## src/rtl/uba_intr_arb_if.sv

```systemverilog
// UBA interrupt arbiter bus bundle.
// Device-side request/vector lines plus CPU-side PI/acknowledge lines.
interface uba_intr_arb_if;
    logic [1:4][7:4]   devINTR;
    logic [2:0]        statPIH;
    logic [2:0]        statPIL;
    logic              statINI;
    logic              busACKI;
    logic [2:0]        busPI;
    logic [1:4][18:35] devVECT;
    logic [1:4]        devVECTVLD;
    logic [1:7]        busREQO;
    logic [1:4][7:4]   devACKO;
    logic [18:35]      busVECT;
    logic              busVECTVLD;
    logic              setTMO;

    modport master (
        output devINTR, statPIH, statPIL, statINI,
        output busACKI, busPI, devVECT, devVECTVLD,
        input  busREQO, devACKO, busVECT, busVECTVLD, setTMO
    );

    modport slave (
        input  devINTR, statPIH, statPIL, statINI,
        input  busACKI, busPI, devVECT, devVECTVLD,
        output busREQO, devACKO, busVECT, busVECTVLD, setTMO
    );
endinterface

```

## src/rtl/uba_intr_arb.sv

```systemverilog
// UBA interrupt arbiter: maps BR7..BR4 onto PI levels and runs the
// acknowledge cycle (grant one device, capture vector, report timeout).
module uba_intr_arb #(
    parameter int TIMEOUT = 64
) (
    input logic           clk,
    input logic           rst,
    uba_intr_arb_if.slave bus
);
    typedef enum logic [1:0] {IDLE, ARB, WAIT, DONE} state_t;

    localparam logic [7:0] CNT_LAST = 8'(TIMEOUT - 1);

    state_t          state;
    state_t          stateNxt;
    logic [2:0]      level;
    logic [1:4][7:4] grant;
    logic [7:0]      cnt;
    logic [18:35]    vect;
    logic            tmo;
    logic [1:7]      reqQ;

    logic [1:7]      reqNxt;
    logic            hiReq;
    logic            loReq;
    logic [7:4]      cand;
    logic [1:4][7:4] winGrant;
    logic            winFound;
    logic [1:4]      devMask;
    logic            vldWin;
    logic [18:35]    vectSel;
    logic            cntLast;
    logic [1:4][7:4] ackOut;
    logic            vldOut;
    logic [18:35]    vectOut;
    logic            tmoOut;

    // PI request lines: fold BR7/BR6 onto PIH and BR5/BR4 onto PIL
    always_comb begin
        hiReq  = 1'b0;
        loReq  = 1'b0;
        reqNxt = '0;
        for (int d = 1; d <= 4; d++) begin
            hiReq = hiReq | bus.devINTR[d][7] | bus.devINTR[d][6];
            loReq = loReq | bus.devINTR[d][5] | bus.devINTR[d][4];
        end
        if (bus.statPIH != 3'd0 && hiReq)
            reqNxt[bus.statPIH] = 1'b1;
        if (bus.statPIL != 3'd0 && loReq)
            reqNxt[bus.statPIL] = 1'b1;
    end

    // Register the request lines (one-cycle latency)
    always_ff @(posedge clk or negedge rst) begin
        if (!rst)
            reqQ <= '0;
        else
            reqQ <= reqNxt;
    end

    // Winner: highest BR level first, then lowest device number
    always_comb begin
        cand[7]  = (level != 3'd0) && (level == bus.statPIH);
        cand[6]  = cand[7];
        cand[5]  = (level != 3'd0) && (level == bus.statPIL);
        cand[4]  = cand[5];
        winGrant = '0;
        winFound = 1'b0;
        for (int b = 7; b >= 4; b--) begin
            for (int d = 1; d <= 4; d++) begin
                if (!winFound && cand[b] && bus.devINTR[d][b]) begin
                    winGrant[d][b] = 1'b1;
                    winFound       = 1'b1;
                end
            end
        end
    end

    // Granted-device qualification of vector valid and vector select
    always_comb begin
        devMask = '0;
        vectSel = '0;
        for (int d = 1; d <= 4; d++) begin
            devMask[d] = |grant[d];
            if (devMask[d])
                vectSel = vectSel | bus.devVECT[d];
        end
        vldWin  = |(bus.devVECTVLD & devMask);
        cntLast = (cnt == CNT_LAST);
    end

    // Next state and state-decoded outputs
    always_comb begin
        stateNxt = state;
        ackOut   = '0;
        vldOut   = 1'b0;
        vectOut  = '0;
        tmoOut   = 1'b0;
        unique case (state)
            IDLE: if (bus.busACKI) stateNxt = ARB;
            ARB:  stateNxt = winFound ? WAIT : DONE;
            WAIT: begin
                ackOut = grant;
                if (vldWin || cntLast)
                    stateNxt = DONE;
            end
            DONE: begin
                vldOut   = 1'b1;
                vectOut  = vect;
                tmoOut   = tmo;
                stateNxt = IDLE;
            end
        endcase
        if (bus.statINI)
            stateNxt = IDLE;
    end

    // State, grant, counter and vector registers
    always_ff @(posedge clk or negedge rst) begin
        if (!rst) begin
            state <= IDLE;
            level <= '0;
            grant <= '0;
            cnt   <= '0;
            vect  <= '0;
            tmo   <= 1'b0;
        end else begin
            state <= stateNxt;
            if (bus.statINI) begin
                grant <= '0;
                cnt   <= '0;
                tmo   <= 1'b0;
            end else begin
                unique case (state)
                    IDLE: if (bus.busACKI) level <= bus.busPI;
                    ARB: begin
                        grant <= winGrant;
                        cnt   <= '0;
                        vect  <= '0;
                        tmo   <= 1'b0;
                    end
                    WAIT: begin
                        if (vldWin) begin
                            vect  <= vectSel;
                            grant <= '0;
                            cnt   <= '0;
                        end else if (cntLast) begin
                            tmo   <= 1'b1;
                            grant <= '0;
                            cnt   <= '0;
                        end else begin
                            cnt <= cnt + 8'd1;
                        end
                    end
                    DONE: begin
                        vect <= '0;
                        tmo  <= 1'b0;
                        cnt  <= '0;
                    end
                endcase
            end
        end
    end

    assign bus.busREQO    = reqQ;
    assign bus.devACKO    = ackOut;
    assign bus.busVECTVLD = vldOut;
    assign bus.busVECT    = vectOut;
    assign bus.setTMO     = tmoOut;
endmodule

```

## src/flat_wrapper.sv

```systemverilog
// flat-port wrapper written by rule: the top's interface ports become plain ports
module uba_intr_arb_flat 
#(
    parameter int TIMEOUT = 64
)
  (clk, rst, bus_devINTR, bus_statPIH, bus_statPIL, bus_statINI, bus_busACKI, bus_busPI, bus_devVECT, bus_devVECTVLD, bus_busREQO, bus_devACKO, bus_busVECT, bus_busVECTVLD, bus_setTMO);
  uba_intr_arb_if bus_i ();
  input logic clk;
  input logic rst;
  input wire logic [$bits(bus_i.devINTR)-1:0] bus_devINTR;
  input wire logic [$bits(bus_i.statPIH)-1:0] bus_statPIH;
  input wire logic [$bits(bus_i.statPIL)-1:0] bus_statPIL;
  input wire logic [$bits(bus_i.statINI)-1:0] bus_statINI;
  input wire logic [$bits(bus_i.busACKI)-1:0] bus_busACKI;
  input wire logic [$bits(bus_i.busPI)-1:0] bus_busPI;
  input wire logic [$bits(bus_i.devVECT)-1:0] bus_devVECT;
  input wire logic [$bits(bus_i.devVECTVLD)-1:0] bus_devVECTVLD;
  output wire logic [$bits(bus_i.busREQO)-1:0] bus_busREQO;
  output wire logic [$bits(bus_i.devACKO)-1:0] bus_devACKO;
  output wire logic [$bits(bus_i.busVECT)-1:0] bus_busVECT;
  output wire logic [$bits(bus_i.busVECTVLD)-1:0] bus_busVECTVLD;
  output wire logic [$bits(bus_i.setTMO)-1:0] bus_setTMO;
  assign bus_i.devINTR = bus_devINTR;
  assign bus_i.statPIH = bus_statPIH;
  assign bus_i.statPIL = bus_statPIL;
  assign bus_i.statINI = bus_statINI;
  assign bus_i.busACKI = bus_busACKI;
  assign bus_i.busPI = bus_busPI;
  assign bus_i.devVECT = bus_devVECT;
  assign bus_i.devVECTVLD = bus_devVECTVLD;
  assign bus_busREQO = bus_i.busREQO;
  assign bus_devACKO = bus_i.devACKO;
  assign bus_busVECT = bus_i.busVECT;
  assign bus_busVECTVLD = bus_i.busVECTVLD;
  assign bus_setTMO = bus_i.setTMO;
  uba_intr_arb #(.TIMEOUT(TIMEOUT)) u_core (.clk(clk), .rst(rst), .bus(bus_i));
endmodule
```

## config.mk

```make
export PLATFORM = sky130hd
export DESIGN_NAME = uba_intr_arb_flat
export DESIGN_NICKNAME = d
export VERILOG_FILES = /design/src/rtl/uba_intr_arb_if.sv /design/src/rtl/uba_intr_arb.sv /design/src/flat_wrapper.sv
export SDC_FILE = /design/constraint.sdc
export NUM_CORES = 1
export LEC_CHECK = 0
export BUFFER_PORTS_ARGS = -buffer_cell sky130_fd_sc_hd__buf_2
export CORE_ASPECT_RATIO = 0.7
export CORE_MARGIN = 1
export CORE_UTILIZATION = 45
export DETAILED_ROUTE_END_ITERATION = 12
export GPL_ROUTABILITY_DRIVEN = 0
export HOLD_SLACK_MARGIN = 0.03
export PLACE_DENSITY = 0.73
export SETUP_SLACK_MARGIN = 0.15
export SLEW_MARGIN = 20
export SYNTH_ARGS = -nofsm -noshare
export SYNTH_HDL_FRONTEND = slang
export SYNTH_SLANG_ARGS = --single-unit
export TNS_END_PERCENT = 10
```

## constraint.sdc

```tcl
create_clock -name clk -period 2.57 [get_ports clk]
set_input_delay 0.3855 -clock clk [delete_from_list [all_inputs] [get_ports clk]]
set_output_delay 0.3855 -clock clk [all_outputs]
set_load 0.01 [all_outputs]
```

After elaboration in Yosys (flattened, before gate mapping)
Cells that the tools add are included.
{ "op_classes": {"reduce_logical": 71, "add_sub_neg": 1, "n_mux": 64, "order_cmp": 4, "n_bitwise": 22, "n_eq_ne": 12} }
{ "op_table": {"columns": ["operator", "count"], "rows": [
  ["two-way mux 18 bit", 6],
  ["two-way mux 16 bit", 4],
  ["bitwise OR 18 bit", 3],
  ["two-way mux 1 bit", 39],
  ["logical AND 1 bit", 37],
  ["case mux 18 bit (2 select lines)", 1],
  ["case mux 16 bit (2 select lines)", 1],
  ["two-way mux 8 bit", 3],
  ["OR reduction 4 bit", 5],
  ["case mux 8 bit (2 select lines)", 1],
  ["logical NOT 1 bit", 15],
  ["nonzero test 3 bit", 5],
  ["two-way mux 7 bit", 2],
  ["bitwise OR 1 bit", 14],
  ["AND reduction 3 bit", 3],
  ["adder 8 x 1 -> 8 bit (second input constant)", 1],
  ["== test 8 x 6 -> 1 bit (second input constant)", 1],
  ["greater-or-equal comparator 4 bit (second input constant)", 2],
  ["less-than comparator 4 x 1 -> 1 bit (second input constant)", 2],
  ["NOT 3 -> 4 bit", 2],
  ["case mux 2 bit (4 select lines)", 1],
  ["bitwise OR 7 bit", 1],
  ["demux 1 bit (select 3 bit)", 2],
  ["== test 3 bit", 2],
  ["15 further kinds", 21]
]} }
{ "totals": {"wordCells": 184, "inputBits": 105, "reg_bits": 55} }

Logic depth before layout (Yosys ltp)
{ "logic_depth": {"word_depth": 67, "ltp_mapped": 8, "mapped_depth_nobuf": 7} }

Worst setup path after synthesis
OpenSTA, ideal clock, no wires.
{ "synth_path": {"kind": "register -> output", "start": "reg u_core.state[0]", "end": "out bus_devACKO[10]", "stages_incl_launch_ff": 6, "arrival_ps": 1491, "setup_slack_ps": 694, "path_cell_list": "dfrtp_1 inv_1 ha_1 clkbuf_1 clkbuf_1 and2_1"} }
{ "synth_between": {"elab_chain_len": 2} }
{ "synth_rtl": {"columns": ["item", "line_no", "source"], "rows": [
  ["from (decl)", "uba_intr_arb.sv:14", "state_t state;"],
  ["from (signal assigned)", "uba_intr_arb.sv:128", "state <= stateNxt;"],
  ["== test 2 bit", "uba_intr_arb.sv:99", "unique case (state)"],
  ["two-way mux 16 bit", "uba_intr_arb.sv:99", null],
  ["to (decl)", "flat_wrapper.sv:19", "output wire logic [$bits(bus_i.devACKO)-1:0] bus_devACKO;"]
]} }
Every way passes these cells.

Final worst setup path
{ "layout_path": {"start": "reg u_core.state[0]", "end": "out bus_devACKO[1]"} }
The elaborated chain is that of the path after synthesis.

==> impl_results.md <==
- CTS root buf: clkbuf_8
- Ratio of cells with drive above 1 in the final layout: 37.5%
- Clock Tree Buf Depth: 2
- Leakage power: between 2 and 2.5 nW
- CTS tree: built
- Setup repair bufs after CTS: 0
- Max Cap Viol: 0
- WL final: 9.37 mm
- Status: finished clean
- Final nets: approximately 580
- Top Usage Layer GRT: met2
- Core ar.: just under 0.007 mm^2
- First-pass GRT wire length: roughly 14 mm
- Routed via count: 3194
- Share of flip-flops with an asynchronous set or reset: 100%
- Final HPWL DP: between 7 and 8 mm
- Worst-path fanout max: 14
- CP bufs+invs: 3
- H-Tree Depth: 2
- GRT overflow: 0
- Initial Util: roughly 47%
- Area added between synthesis and finish: 29.2%
- Post-synth top cells: dfrtp_1, and2_1, nand2_1
- Post-CTS Resized: 0
- Arrival time worst endpoint: ~1.9 ns
- TNS Setup: 0 ns
- Syn Nets: 443
- Number of global-route vias before repair: roughly 3000
- Final max-slew violation count: 0
- Endpoints failing hold: 0
- Commonest register cell after synthesis: dfrtp_1
- RSZ-0062 raised after global routing: false
- Detailed Route Iter0 Violations: between 150 and 200
- Number of synthesized flops with an enable pin: 0
- Post-synthesis instance total: 332
- Post-DRT Antenna Nets: 0
- CP Launch Type: flop
- GR Util All Layers: roughly a quarter
- WP data required: 2.18 ns
- Final setup fails: 0
- Synth unique cells: 45
- Die Area: about 0.0075 mm^2
- Crit path cell chain: inv_1, ha_2, buf_4, and2_1, buf_2
- Die H: 73.0 um
- Period utilization: between 80% and 90%
- DR DRC count: 0
- Synth top area cells: dfrtp_1, and2_1, a22o_1
- CP max stage delay: 0.47 ns
- Power Total: 0.00280 W
- M1 GR Usage: 36.0%
- Met2 usage: about two fifths
- #FFs+latches synth: 55
- Met3 Usage GRT: 4.41%
- Yosys top cell area share: roughly 42%
- Min cycle time layout: between 2 and 2.5 ns
- Initial DRT Pass Iterations: 4
- Most frequent cell after synthesis: dfrtp_1
- Clock slew seen by the registers of the worst setup and hold paths: ~0.10 ns
- Total power density per cell area: roughly 670 mW/mm^2
- Worst skew pair latency: about 0.30 ns
- Total CTS buffers: 5
- Vias per cell: roughly 5.6
- Worst slew pin tran: ~0.72 ns
- Peak Freq: 0.441 GHz
- Die W: about 100 um
- Synth warn: 0
- IO Pins: roughly 150
- Synth Cell Area: between 0.003 and 0.004 mm^2
- Slew headroom: between 50% and 60%
- Area leader, netlist: dfrtp_1
- Avg WL per Cell: roughly 17 um
- Largest net degree at the start of global routing: 56
- Syn Area/Cell: 9.76 um^2
- Hold Buf Count CTS: 0
- Input/output buffers: 147
- Core Util, Final: 61.1%
- Row count: 25
- Crit Path Category: reg -> out
- # clock sinks: 55
- HP Class: in -> async
- Critical path's top delay family: buffers and inverters
- Critical Path Slowest Stage Cell: dfrtp_1
- CP Capture Type: primary output
- Diodes inserted: 0
- Post-route clock skew: just under 0.01 ns
- Seq/Total Area, Yosys: a little over two fifths
- VDD IR max: 0.441 mV
- Initial antenna violation count: 0
[report_power, final]
group / internal [W] / total [W] / switching (W)
clock network: 0.000390 / 0.000673 / 0.000283
registers: 0.000998 / 0.00110 / 0.000106
logic: 0.000390 / 0.00102 / 0.000629
[state kept, by name (all words and copies together) (netlist names)]
signal / flops
u_core.grant: 16
u_core.cnt: 8
u_core.tmo: 1
u_core.bus.busREQO: 7
u_core.state: 2
u_core.level: 3
u_core.vect: 18
[layout by cell type, fill, tap and decap left out, types with 4 or more instances in the layout]
master    netlist  routed
buf_4           0       8
o41ai_1         4       4
nor3_1          7       7
buf_2          12     147
dfrtp_1        55      55
nand3_1         7       7
and2_1         35      35
or3_1           4       4
o21ai_0         5       5
ha_1            6       5
o31ai_1        19      19
nand2_1        35      35
a221oi_1       18      18
a32o_1         11      11
or4_1           5       5
clkbuf_8        0       5
xor2_1          8       8
nor2_1         15      15
inv_1           9       9
a22o_1         23      23
o32ai_1         4       4
a21oi_1         4       4
[layout make-up]
class / instances / area [um^2]
Inverter: 9 / 33.8
Clock buffer: 6 / 72.6
Fill cell: 586 / 2660
Multi-Input combinational cell: 245 / 1730
Tap cell: 94 / 118
Sequential cell: 55 / 1380
Timing Repair Buffer: 155 / 796
Clock inverter: 2 / 60.1
[path summary, 6_finish.rpt]
check                                start                     to  depth (start not counted)  slack (ns)
min in group clk              bus_busPI[0]        u_core.level[0]                          2        0.31
setup / recovery           u_core.state[0]         bus_devACKO[1]                          5        0.30
hold / removal                         rst        u_core.vect[25]                          2        0.20
hold reg to reg            u_core.vect[18]        u_core.vect[18]                          2        0.48
max in group asynchronous              rst  u_core.bus.busREQO[3]                          2        1.87
setup reg to reg           u_core.grant[1]        u_core.vect[23]                          4        0.42
[through the flow]
stage                     cell area [um^2]  cells  hold slack, ns  setup WS, ns
final                                 4190    566           0.200         0.305
after floorplan                       3240    332          0.0899         0.694
after detailed placement              4050    558           0.458         0.415
after global routing                  4190    566           0.261         0.210
after CTS                             4180    566           0.232         0.203
after global placement                4050    558           0.452         0.448
[metal layers]
metal | up-vias | part of all wire, %
li1 | 1534 | -
met1 | 1513 | 45
met2 | 139 | 46
met3 | 8 | 7.4
met4 | 0 | 0.95
met5 | - | 0
[logic make-up after synthesis]
logic type,after synthesis,share of synthesized area [%]
AND/OR/NAND/NOR,123,20.4
adder cells (fa/ha/maj),6,2.32
flip-flops,55,42.5
multiplexers,4,1.35
AO/OA/AOI/OAI,101,26.3
buffers and inverters,32,4.17
XOR/XNOR,11,2.97
Note: power is estimated with default switching activity, not from simulation.
